--- src/rtl/melody_sequencer.sv ---
// Four-note melody player for the Simon LED/speaker path, with live button echo
// granted only while no melody is playing.
module melody_sequencer #(
    parameter int NOTE_TICKS = 12500000,
    parameter int GAP_TICKS  = 2500000
) (
    input  logic       clk,
    input  logic       reset,
    input  logic       start,
    input  logic [1:0] melody_sel,
    input  logic       abort,
    input  logic       echo_req,
    input  logic [1:0] echo_color,
    output logic [1:0] color,
    output logic       led_enable,
    output logic       spkr_en,
    output logic       busy,
    output logic       done
);

    typedef enum logic [1:0] {
        IDLE = 2'd0,
        NOTE = 2'd1,
        GAP  = 2'd2
    } state_t;

    localparam logic [31:0] NOTE_LAST = 32'(NOTE_TICKS - 1);
    localparam logic [31:0] GAP_LAST  = (GAP_TICKS > 0) ? 32'(GAP_TICKS - 1) : 32'd0;
    localparam bit          HAS_GAP   = (GAP_TICKS > 0);

    state_t      state;
    logic [31:0] tick;
    logic [1:0]  idx;
    logic [1:0]  sel_q;

    // Each melody row packs note 0 in the low bits.
    function automatic logic [1:0] note_of(input logic [1:0] sel, input logic [1:0] n);
        logic [7:0] row;
        case (sel)
            2'd0:    row = {2'd3, 2'd2, 2'd1, 2'd0};
            2'd1:    row = {2'd3, 2'd1, 2'd2, 2'd0};
            2'd2:    row = {2'd0, 2'd1, 2'd2, 2'd3};
            default: row = {2'd3, 2'd3, 2'd3, 2'd3};
        endcase
        return row[{n, 1'b0} +: 2];
    endfunction

    assign spkr_en = led_enable;

    always_ff @(posedge clk) begin
        if (reset || abort) begin
            state      <= IDLE;
            tick       <= 32'd0;
            idx        <= 2'd0;
            sel_q      <= 2'd0;
            color      <= 2'd0;
            led_enable <= 1'b0;
            busy       <= 1'b0;
            done       <= 1'b0;
        end else begin
            done <= 1'b0;
            case (state)
                IDLE: begin
                    tick <= 32'd0;
                    idx  <= 2'd0;
                    if (start) begin
                        state      <= NOTE;
                        sel_q      <= melody_sel;
                        busy       <= 1'b1;
                        led_enable <= 1'b1;
                        color      <= note_of(melody_sel, 2'd0);
                    end else if (echo_req) begin
                        led_enable <= 1'b1;
                        color      <= echo_color;
                    end else begin
                        led_enable <= 1'b0;
                        color      <= 2'd0;
                    end
                end
                NOTE: begin
                    if (tick == NOTE_LAST) begin
                        tick <= 32'd0;
                        if (idx == 2'd3) begin
                            state      <= IDLE;
                            idx        <= 2'd0;
                            busy       <= 1'b0;
                            done       <= 1'b1;
                            led_enable <= 1'b0;
                            color      <= 2'd0;
                        end else if (HAS_GAP) begin
                            state      <= GAP;
                            led_enable <= 1'b0;
                            color      <= 2'd0;
                        end else begin
                            idx   <= idx + 2'd1;
                            color <= note_of(sel_q, idx + 2'd1);
                        end
                    end else begin
                        tick <= tick + 32'd1;
                    end
                end
                GAP: begin
                    // The note index advances as the next note lights up.
                    if (tick == GAP_LAST) begin
                        state      <= NOTE;
                        tick       <= 32'd0;
                        idx        <= idx + 2'd1;
                        led_enable <= 1'b1;
                        color      <= note_of(sel_q, idx + 2'd1);
                    end else begin
                        tick <= tick + 32'd1;
                    end
                end
                default: begin
                    state      <= IDLE;
                    busy       <= 1'b0;
                    led_enable <= 1'b0;
                    color      <= 2'd0;
                end
            endcase
        end
    end

endmodule
--- config.mk ---
export PLATFORM = sky130hd
export DESIGN_NAME = melody_sequencer
export DESIGN_NICKNAME = d
export VERILOG_FILES = /design/src/rtl/melody_sequencer.sv
export SDC_FILE = /design/constraint.sdc
export NUM_CORES = 1
export LEC_CHECK = 0
export ABC_AREA = 0
export CORE_MARGIN = 2
export CORE_UTILIZATION = 60
export CTS_CLUSTER_SIZE = 8
export DETAILED_ROUTE_END_ITERATION = 8
export PLACE_DENSITY = 0.88
export SETUP_SLACK_MARGIN = 0.15
export SKIP_LAST_GASP = 1
export SLEW_MARGIN = 10
export SYNTH_ARGS = -nofsm -noshare
export SYNTH_HDL_FRONTEND = slang
export SYNTH_SLANG_ARGS = --single-unit
--- constraint.sdc ---
create_clock -name clk -period 6.6 [get_ports clk]
set_input_delay 1.65 -clock clk [delete_from_list [all_inputs] [get_ports clk]]
set_output_delay 1.65 -clock clk [all_outputs]
set_load 0.03 [all_outputs]
==> results of run 1 <==
-- worst reg2reg max path: stages, from the launching register on --
cell	delay (ns)
dfxtp_1	0.44
ha_1	0.29
nand3_1	0.15
nand4b_1	0.36
o31ai_2	0.56
a21boi_2	0.10
buf_4	0.28
or4b_1	0.24
a31oi_1	0.08
-- worst max path at each step --
stage                from                     to  slack [ns]  cells after the start
floorplan           start  color[0]$_SDFFE_PP0P_        3.83                      7
finish              abort  tick[30]$_SDFFE_PP0N_        3.35                      6
global route        abort  tick[30]$_SDFFE_PP0N_        3.24                      6
detailed placement  abort  tick[30]$_SDFFE_PP0N_        3.05                      6
global placement    abort  tick[30]$_SDFFE_PP0N_        3.13                      6
CTS                 abort  tick[30]$_SDFFE_PP0N_        3.37                      6
-- state kept, by name, summed over array words and instances (netlist names) --
signal / count
idx: 2
sel_q: 2
color: 2
state: 2
busy: 1
done: 1
led_enable: 1
tick: 32
-- logic make-up after synthesis --
logic type / share of synthesized area, %
simple gates: 43.10
compound gates: 12.95
flops: 31.15
buf+inv: 6.021
fa+ha+maj: 4.527
mux: 2.263
-- synthesized netlist by cell type (all sizes together), types with 3 or more instances --
library cell,count
inv,11
nor2,13
nand3,55
nand4b,9
nand4,11
or3,3
a31oi,7
nor3,13
nand2,44
nor4b,4
o21ai,16
or4b,6
or2,3
ha,10
or4,3
nor4,19
and3,14
clkbuf,20
mux2i,4
dfxtp,43
buf,9
a21oi,10
-- layout by cell type (no fill, tap or decap), types with 4 or more instances in the layout --
cell type,instances
nor2_1,12
nor3_1,13
nand4b_1,9
dfxtp_1,43
a31oi_1,7
a21oi_1,9
clkdlybuf4s50_1,14
and3_1,14
ha_1,9
nand4_1,11
nand3_1,55
nand2_1,43
mux2i_1,4
or4b_1,6
inv_1,11
o21ai_0,16
clkbuf_8,6
nor4_1,17
-- power groups by stage --
| stage | combinational, uW | clock (uW) | sequential [uW] |
|---|---|---|---|
| after global routing | 52.8 | 185 | 265 |
| after global placement | 47.6 | 0 | 270 |
| after floorplan | 31.5 | 0 | 273 |
| after CTS | 48.8 | 177 | 264 |
| after detailed placement | 48.5 | 0 | 270 |
| final | 49.0 | 175 | 264 |
-- layout make-up --
class | instances | area share, %
Tap cell | 52 | 2.202
Sequential cell | 43 | 29.13
Clock buffer | 6 | 2.794
Clock inverter | 1 | 0.1693
Multi-Input combinational cell | 277 | 59.06
Inverter | 11 | 1.397
Timing Repair Buffer | 16 | 5.250
-- per-layer routing --
layer | GRT usage, % | vias to the layer above | wire length, um
met5 | 0 | - | 0
met1 | 29.06 | 1263 | 2826
li1 | - | 1337 | -
met3 | 5.767 | 12 | 315
met4 | 9.853 | 0 | 107
met2 | 43.72 | 75 | 2904
-- per-stage QoR --
step                util [%]  cell area (um^2)  worst slack, ns
detailed placement     65.41              2868            3.055
global placement       65.41              2868            3.131
finish                 67.41              2955            3.346
global route           67.41              2955            3.242
CTS                    67.41              2955            3.374
floorplan                  -              2764            3.829
==> metrics, run 1 <==
synthesized flop and latch total 43; Max clock buf depth 2; Critical Path RT 6.85 ns; P_int 363.8 uW; Max Slew Vio Count 0; post-CTS setup buffers 0; Crit path max-delay family simple AND/OR/NAND/NOR gates; CTS Hold Bufs 0; Synth Warn # 0; largest net degree at the start of global routing 68; post-synth top area cell dfxtp_1; Inst Count DP 399; Die Y 71.87 um; Static Leak 0.001043 uW; GPL Wtd Cong 0.7966; area grow syn2layout 6.926%; die width 71.87 um; Synth async-reset ratio 0%; antenna violations before repair 0; filler instances 357; syn nets 379; number of I/O port buffers 14; non-filler cells, final 406; Distinct cells, synth 55; max cap viols 0; Slew Limit Headroom 26.42%; routed via count 2687; Seq/Total Area, Yosys 31.15%; share of power burned in registers 54.1%; htree depth 2; VDD IR max 0.1116 mV; total gr overflow 0; switching power 124.4 uW; Worst Hold Launch idx[1]$_SDFFE_PP0P_; CTS tree built; first-pass GRT wire length 10380 um; Setup TNS 0 ns; routed vias/inst 6.618; switch share 25.49%; GRT Total Usage 24.84%; Worst EP arrival 3.50 ns; Post-Syn Area 2764 um^2; CTS root buffer clkbuf_8; CP max stage delay 0.60 ns; DRC 0; Comb pwr share 10.0%; initial DRC count 219; vias in the first global route 2431; worst slew pin tran 1.104 ns; hold path depth 2; Synth area leaders dfxtp_1 31%, nand3_1 10%, nand2_1 5.8%, ha_1 4.5%, nor4_1 3.8%; FP Rows 24; total power draw 488.2 uW; PwrDens 165.2 nW/um^2; # setup viols final 0; multi-input logic area 1745 um^2; Worst Reg-to-Reg Cells 8; initial core utilization 63.04%; hpwl dp 4053 um; fin crit share 49.30%; critical setup path kind input pin to flip-flop; Setup crit end kind flip-flop; hold endpoint idx[1]$_SDFFE_PP0P_; layout cells sized above 1 7.627%; ys flop type dfxtp_1; slowest CP cell or2_2; maximum fanout along the worst path 41; maximum clock frequency 0.3073 GHz; outcome complete, no violations; CTS Buf Count 5; Clk pwr share 35.9%; top-area cell type share of the netlist area 31.15%; Clk Latency, worst-skew pair 0.31 ns; crit-path cells clkdlybuf4s50_1 > or2_2 > or3_1 > nor4_1 > o21ai_0 > nand2_1; Final Hold Fails 0; clk sinks 43; min cycle time layout 3.254 ns; per-cell routed wire length 15.16 um; crit path launch type input pin; Net count, final 373; n_diodes 0; hold slack 0.4839 ns; EDFF count, synth 0; Sequential cell area 860.8 um^2; CTS resizes 0; core area 4384 um^2; Buf/Inv on CP 1; DRT Wirelength 6153 um; Reg-to-Reg End tick[4]$_SDFFE_PP0N_; Mapped Cells 360; Worst Clk Skew 0.002321 ns; RSZ-0062 raised after global routing false; die area 5165 um^2; Worst R2R Setup Slack 3.97 ns; R2R Path Start tick[0]$_SDFFE_PP0N_; HP Class flip-flop to flip-flop; synthesized area per cell 7.678 um^2; CTS clk-pin slew, worst paths 0.08 ns; first drt pass iteration count 5; DRT antenna net count 0; IO Count 15
Power figures use the tool's default switching activity.
==> inputs of run 2 (changes only) <==
Settings changed: CORE_UTILIZATION 60 to 54, PLACE_DENSITY 0.88 to 0.84.
Clock period 6.6 ns to 2.9 ns, I/O delays scaled along.
==> metrics, run 2 (same netlist as run 1, synthesis figures left out) <==
outcome complete, no violations; per-cell routed wire length 14.99 um (-1.1%); CTS root buffer clkbuf_8; crit path launch type flip-flop; Slew Limit Headroom 64.33% (+38 points); largest net degree at the start of global routing 49 (-28%); number of flip-flops in the largest register 32 (unchanged); CTS clk-pin slew, worst paths 0.08 ns (about the same); RSZ-0062 raised after global routing false; vias in the first global route 2260 (-7.0%); initial DRC count 183 (-16%); min cycle time layout 2.504 ns; worst slew pin tran 0.5310 ns (-0.5726 ns); Max Slew Vio Count 0 (unchanged); max cap viols 0 (unchanged); maximum clock frequency 0.3993 GHz; htree depth 2 (unchanged); IO Count 15 (unchanged); GPL Wtd Cong 0.8519 (+6.9%); hold slack 0.4859 ns (+0.001937 ns); initial core utilization 55.17% (-7.9 points); # setup viols final 0 (unchanged); area grow syn2layout 11.00%; Static Leak 0.001087 uW (+4.3%); fin crit share 86.35%; most frequent cells in the layout 55 x nand3_1, 43 x nand2_1, 43 x dfxtp_1; Max clock buf depth 2 (unchanged); Setup TNS 0 ns (unchanged); Cell Area, Placed 2968 um^2 (+3.5%); PwrDens 360.1 nW/um^2 (+120%); first drt pass iteration count 5 (unchanged); DRT antenna net count 0 (unchanged); non-filler cells, final 432 (+6.4%); Final Hold Fails 0 (unchanged); HP Class flip-flop to flip-flop; Final Core Density 61.24% (-6.2 points); routed vias/inst 6.322 (-4.5%); FP Rows 26 (+8.3%); number of I/O port buffers 14 (unchanged); CTS Buf Count 5 (unchanged); Clk Latency, worst-skew pair 0.31 ns (about the same); DRT Wirelength 6475 um (+5.2%); Critical Path RT 3.13 ns (-3.72 ns); Die Y 75.54 um (+5.1%); die area 5706 um^2 (+10%); VDD IR max 0.2658 mV (+140%); Worst EP arrival 2.74 ns (-0.76 ns); leading cell type in the layout, fill and taps excluded nand3_1; clk sinks 43 (unchanged); first-pass GRT wire length 10340 um (-0.39%); Worst Clk Skew 0.01056 ns (+0.008240 ns); hpwl dp 4392 um (+8.4%); antenna violations before repair 0 (unchanged); Inst Count DP 424 (+6.3%); maximum fanout along the worst path 35 (-15%); CTS tree built; DRC 0 (unchanged); die width 75.54 um (+5.1%); Setup crit end kind flip-flop; total gr overflow 0 (unchanged); routed via count 2731 (+1.6%); design area 3068 um^2 (+3.8%); Net count, final 380 (+1.9%); core area 5010 um^2 (+14%); GRT Total Usage 23.17% (-1.7 points); critical setup path kind flip-flop to flip-flop; layout cells sized above 1 9.669% (+2.0 points); n_diodes 0 (unchanged); Largest Register tick
[run 2: cell count changes in the layout (fill, tap and decap cells not counted)]
cell      delta
buf_4        +5
clkinv_2     +2
o31ai_2      -1
o31ai_4      +1
a21boi_4     +1
a21boi_2     -1
buf_12       +2
clkbuf_8     -1
[run 2: metal layers]
layer / vias up / part of all wire [%] / track usage (%)
met2: 98 / 47 / 37.49
met5: - / 0 / 0
met4: 0 / 1.6 / 8.382
li1: 1347 / - / -
met1: 1273 / 45 / 30.77
met3: 13 / 6.1 / 4.497
[run 2: worst paths after layout]
path | start | to | slack [ns] | cells past startpoint
worst max-delay path | tick[0]$_SDFFE_PP0N_ | tick[6]$_SDFFE_PP0N_ | 0.40 | 8
worst min-delay path | sel_q[0]$_SDFFE_PP0P_ | sel_q[0]$_SDFFE_PP0P_ | 0.49 | 2
worst max register to register | tick[0]$_SDFFE_PP0N_ | tick[6]$_SDFFE_PP0N_ | 0.40 | 8
worst min register to register | sel_q[0]$_SDFFE_PP0P_ | sel_q[0]$_SDFFE_PP0P_ | 0.49 | 2
[run 2: metrics by stage]
stage / worst slack (ns) / power (uW)
after floorplan: 0.7217 / 693.1
after global placement: 0.4004 / 730.7
after detailed placement: 0.3032 / 732.5
after CTS: 0.2718 / 1105
after global routing: 0.2117 / 1144
final: 0.3958 / 1105
[run 2: area by class of cell]
cell class | instances | area (um^2)
clock buffers | 5 | 68.82
clock inverters | 3 | 15.01
fillers | 455 | 1942
inverters | 11 | 41.29
multi-input cells | 277 | 1762
flip-flops and latches | 43 | 860.8
well taps | 70 | 87.58
repair buffers | 23 | 232.7
[run 2: where the power goes]
group / internal (uW) / leakage [uW] / total (uW) / switching (uW)
sequential: 596 / 0.000347 / 601 / 5.42
combinational: 51.4 / 0.000693 / 120 / 69.0
clock: 165 / 0.0000477 / 383 / 218
[run 2: what timing repair did]
action	in CTS	in global routing
hold buffers	0	0
setup buffers	0	0
resized for setup	0	2
setup endpoints to repair	0	7
[run 2: critical path, stage by stage (launching register included)]
cell	delay, ns
dfxtp_1	0.37
ha_1	0.27
nand3_1	0.13
nand4b_1	0.27
o31ai_4	0.16
a21boi_4	0.38
buf_12	0.23
or4b_1	0.45
a31oi_1	0.16
